==> config.mk <==
export PLATFORM = sky130hd
export DESIGN_NAME = if_prefetch_queue
export DESIGN_NICKNAME = d
export VERILOG_FILES = /design/src/rtl/if_prefetch_queue.sv
export SDC_FILE = /design/constraint.sdc
export NUM_CORES = 1
export LEC_CHECK = 0
export CAP_MARGIN = 20
export CORE_ASPECT_RATIO = 1.25
export CORE_MARGIN = 2
export CORE_UTILIZATION = 45
export DETAILED_ROUTE_END_ITERATION = 12
export DONT_BUFFER_PORTS = 1
export HOLD_SLACK_MARGIN = 0.1
export SLEW_MARGIN = 20
export SYNTH_ARGS = -nofsm -noshare
export SYNTH_HDL_FRONTEND = slang
export SYNTH_SLANG_ARGS = --single-unit
==> constraint.sdc <==
create_clock -name clk -period 10.5 [get_ports clk]
set_clock_uncertainty 0.15 [all_clocks]
set_input_delay 2.1 -clock clk [delete_from_list [all_inputs] [get_ports clk]]
set_output_delay 2.1 -clock clk [all_outputs]
set_load 0.02 [all_outputs]
==> src/rtl/if_prefetch_queue.sv <==
// Instruction-fetch prefetch queue: issues sequential fetches to instruction memory,
// buffers in-order responses with their PCs and presents the head entry to ID.
module if_prefetch_queue #(
  parameter int unsigned DEPTH     = 4,
  parameter logic [31:0] RESET_PC  = 32'h0000_0000,
  parameter logic [31:0] NOP_INSTR = 32'h0000_0013
) (
  input  logic        clk,
  input  logic        reset,
  input  logic        stall,
  input  logic        flush,
  input  logic [31:0] flush_target,
  output logic        imem_req_valid,
  input  logic        imem_req_ready,
  output logic [31:0] imem_req_addr,
  input  logic        imem_rsp_valid,
  input  logic [31:0] imem_rsp_data,
  output logic        if_valid,
  output logic [31:0] if_pc,
  output logic [31:0] if_instruction
);

  localparam int AW = $clog2(DEPTH);
  localparam int CW = AW + 1;
  localparam logic [CW:0] DEPTH_W = (CW+1)'(DEPTH);

  typedef enum logic [1:0] {IDLE, FETCH, DRAIN} state_t;

  state_t        state, state_next;
  logic [31:0]   fetch_pc, fetch_pc_next;
  logic [31:0]   rsp_pc, rsp_pc_next;
  logic [CW-1:0] count, count_next;
  logic [CW-1:0] inflight, inflight_next;
  logic [CW-1:0] discard, discard_next;
  logic [AW-1:0] head, head_next;
  logic [AW-1:0] tail, tail_next;
  logic [CW:0]   occupancy;
  logic [31:0]   redirect_pc;
  logic          req_fire, push, pop;

  logic [31:0] pc_mem    [DEPTH];
  logic [31:0] instr_mem [DEPTH];

  assign if_valid       = (count != '0);
  assign if_pc          = if_valid ? pc_mem[head] : 32'h0;
  assign if_instruction = if_valid ? instr_mem[head] : NOP_INSTR;
  assign redirect_pc    = flush_target & 32'hFFFF_FFFC;

  // Capacity counts in-flight fetches too, so a response always finds a free slot.
  always_comb begin
    state_next     = state;
    fetch_pc_next  = fetch_pc;
    rsp_pc_next    = rsp_pc;
    count_next     = count;
    inflight_next  = inflight;
    discard_next   = discard;
    head_next      = head;
    tail_next      = tail;
    occupancy      = {1'b0, count} + {1'b0, inflight};
    imem_req_valid = (state != IDLE) && !flush && (occupancy < DEPTH_W);
    imem_req_addr  = fetch_pc;
    req_fire       = imem_req_valid && imem_req_ready;
    pop            = if_valid && !stall && !flush;
    push           = imem_rsp_valid && !flush && (discard == '0);

    if (flush) begin
      fetch_pc_next = redirect_pc;
      rsp_pc_next   = redirect_pc;
      count_next    = '0;
      head_next     = '0;
      tail_next     = '0;
      inflight_next = inflight - CW'(imem_rsp_valid);
      discard_next  = inflight - CW'(imem_rsp_valid);
      state_next    = (discard_next != '0) ? DRAIN : FETCH;
    end else begin
      if (req_fire) fetch_pc_next = fetch_pc + 32'd4;
      if (push) begin
        rsp_pc_next = rsp_pc + 32'd4;
        tail_next   = tail + AW'(1);
      end
      if (pop) head_next = head + AW'(1);
      count_next    = count + CW'(push) - CW'(pop);
      inflight_next = inflight + CW'(req_fire) - CW'(imem_rsp_valid);
      if (imem_rsp_valid && (discard != '0)) discard_next = discard - CW'(1);
      unique case (state)
        IDLE:    state_next = FETCH;
        FETCH:   state_next = FETCH;
        DRAIN:   if (discard_next == '0) state_next = FETCH;
        default: state_next = IDLE;
      endcase
    end
  end

  always_ff @(posedge clk) begin
    if (!reset) begin
      state    <= IDLE;
      fetch_pc <= RESET_PC;
      rsp_pc   <= RESET_PC;
      count    <= '0;
      inflight <= '0;
      discard  <= '0;
      head     <= '0;
      tail     <= '0;
    end else begin
      state    <= state_next;
      fetch_pc <= fetch_pc_next;
      rsp_pc   <= rsp_pc_next;
      count    <= count_next;
      inflight <= inflight_next;
      discard  <= discard_next;
      head     <= head_next;
      tail     <= tail_next;
    end
  end

  // Storage needs no reset: entries are only visible while count says so.
  always_ff @(posedge clk) begin
    if (reset && push) begin
      pc_mem[tail]    <= rsp_pc;
      instr_mem[tail] <= imem_rsp_data;
    end
  end

endmodule
==> metrics <==
status=completed; layout cells sized above 1=13.8%; Final nets=1,016; Main synth FF type=edfxtp_1; Post-synth EDFFs=248; max-cap violations=0; post-CTS setup buffer count=0; Gate power share=5.2%; Reg power frac=54.6%; Core Area=29,900 sq um; cell taking the most area after synthesis=edfxtp_1; # clock sinks=325; Max-slew headroom=35.2%; Hold Path Cell Cnt=2; register bit total from synthesis=325; vias per cell=5.66; first-pass GRT wire length=44,000 um; top cell type's share of synthesized area=54.7%; initial antenna violation count=0; CTS tree=built; Reg2Reg Depth=13; Post-DP HPWL=16,600 um; Hold WC Path Type=flip-flop to flip-flop; CP startpoint kind=flip-flop; final worst path period share=48.5%; hold buffer count at CTS=0; Pleak=0.00463 uW; sw power=588 uW; Area Overhead vs Synth=10.0%; clk slew on worst S/H paths=0.06 ns; Diodes inserted=0; final RePlAce weighted congestion=0.825; Int Power=2090 uW; Post-Place Cell Area=14,000 sq um; r2r startpoint=inflight[2]; CP max stage cell=buf_4; Routed Antenna Nets=0; Post-route DRC=0; Worst Hold End=tail[1]; CP max stage delay=0.78 ns; TNS Setup=0 ns; PortBufs=0; sequential cell area=8990 sq um; VDD IR max=0.102 mV; First DRT Iteration DRCs=438; CP max FO=44; drt pass-1 iters=4; Max Transition Viols Final=0; Distinct cells, synth=57; CP arrival=2.84 ns; final setup fails=0; Worst Tran Pin Value=0.972 ns; I/O pin count=168; # rows=71; most common cell in the netlist=edfxtp_1; CTS buffer count=31; DIE AREA=31,700 sq um; min cycle time layout=5.09 ns; final hold violation count=0; final instance area=15,000 sq um; RSZ-0062 raised after global routing=false; Critical Path, Cell by Cell=buf_4 > mux4_2 > nor2b_1; root buf cell=clkbuf_16; Fill cells=2,587; power share of the clock group=40.2%; CTS resizes=0; Hold Crit Start=tail[1]; Skew-Pair Late Insertion Delay=0.55 ns; top post-synthesis cells by count=248 x edfxtp_1, 77 x dfxtp_1, 62 x mux4_2, 61 x nor2b_1, 49 x nand2_1; grt total ovfl=0; Max Clock Freq=196 MHz; flop2flop setup slack=6.75 ns; switching share of power=22.0%; Die H=198 um; wire per inst=20.9 um; WL final=28,300 um; cell family with most CP delay=buffers and inverters; Critical Path End Type=output port; initial core utilization=45.4%; Power Density=179 nW/um^2; critical path class=flip-flop to output port; top cells by area in the synthesized netlist=edfxtp_1 55%, dfxtp_1 11%, mux4_2 10%, nor2b_1 2.8%, xnor2_1 1.8%; vias=7,664; largest net degree at the start of global routing=70; all-layer global routing usage=17.9%; reg2reg end=inflight[2]; die width=160 um; multi-input logic area=4330 sq um; number of global-route vias before repair=7,736; register area share after synthesis=66.1%; Worst EP required=8.25 ns; Avg Inst Size Synth=14.6 sq um; fraction of registers with async set/reset=0%; CTS H-tree depth=1; Synth Warn #=0; Bufs on Longest Clock Path=3; Mapped Cells=933; Netlist Area Pre-Place=13,600 sq um; WP buf/inv=1
==> worst register-to-register path, delay by kind of cell (launching register included) <==
kind,cells,cell delay (ns)
xor gates and xnor gates,2,0.29
DFF,1,0.40
AOI/OAI and AO/OA,2,0.45
adders and majority gates,4,1.30
and+or+nand+nor,2,0.30
buffers and inverters,3,0.76
==> layout by cell type, fill, tap and decap left out, types with 3 or more instances in the layout <==
master,count
nor4_1,14
and4_1,5
or3_1,4
dfxtp_1,75
edfxtp_1,248
nor3_1,8
clkbuf_8,4
a22oi_1,3
a211oi_1,4
buf_4,12
and3_1,3
xnor2_1,28
a2bb2oi_1,6
or2_2,3
xor2_1,11
nand4_1,20
nand2_1,49
and3_2,4
and2_1,6
nor2_1,40
ha_1,16
nand3_1,31
clkbuf_1,10
clkinv_1,6
mux4_2,62
o21ai_0,47
conb_1,4
clkinv_2,5
or4_1,6
nor2b_1,61
a31oi_1,26
a21oi_1,43
clkbuf_16,31
inv_1,20
==> power groups by stage <==
stage          Clock, uW  Sequential (uW)  Combinational, uW
2_1_floorplan          0             1480                118
3_3_place_gp           0             1490                139
3_5_place_dp           0             1490                141
4_1_cts             1110             1460                142
5_1_grt             1150             1470                156
6_report            1080             1460                140
==> metal layers <==
metal	track usage [%]	share of wire [%]
met1	23.3	43
met4	5.79	1.9
met3	3.79	6.4
met2	30.1	49
met5	0	0
==> area by class of cell <==
type / instances / share of cell area [%]
inverter: 22 / 0.552
tap: 401 / 3.35
multi-input combinational: 536 / 28.9
sequential: 325 / 60.1
clock buffer: 45 / 5.80
clock inverter: 12 / 0.727
timing repair buffer: 12 / 0.602
==> flip-flops by register name, indices dropped and copies added, names as in the netlist, named ones only <==
signal / flops
count: 3
discard: 3
head: 2
imem_req_addr: 30
inflight: 3
instr_mem: 128
pc_mem: 120
rsp_pc: 30
state: 2
tail: 2
==> cell families after synthesis <==
kind of cell / Yosys count / share of synthesized area (%)
other cells: 1 / 0.0276
mux: 62 / 10.3
flops: 325 / 66.1
simple gates: 265 / 10.6
buf+inv: 75 / 2.30
compound gates: 148 / 6.48
xor+xnor: 39 / 2.51
fa+ha+maj: 18 / 1.77
==> worst max path at each step <==
stage / endpoint / slack, ns / startpoint / cells after the start
6_report: if_pc[17] / 5.41 / flip-flop / 3
5_1_grt: if_pc[13] / 5.13 / flip-flop / 3
4_1_cts: if_pc[11] / 5.25 / flip-flop / 3
3_5_place_dp: inflight[2] / 5.20 / flush / 12
3_3_place_gp: inflight[2] / 5.17 / flush / 12
2_1_floorplan: imem_req_valid / 5.55 / flush / 2
==> stage by stage <==
step / cells / hold WS [ns] / setup slack, ns / util [%] / total power [uW]
after floorplan: 936 / 0.302 / 5.55 / - / 1590
after global placement: 1296 / 0.321 / 5.17 / 46.7 / 1630
after detailed placement: 1296 / 0.348 / 5.20 / 46.7 / 1630
after CTS: 1353 / 0.358 / 5.25 / 50.0 / 2710
after global routing: 1353 / 0.383 / 5.13 / 50.0 / 2770
final: 1353 / 0.354 / 5.41 / 50.0 / 2680
Note: power is estimated with default switching activity, not from simulation.
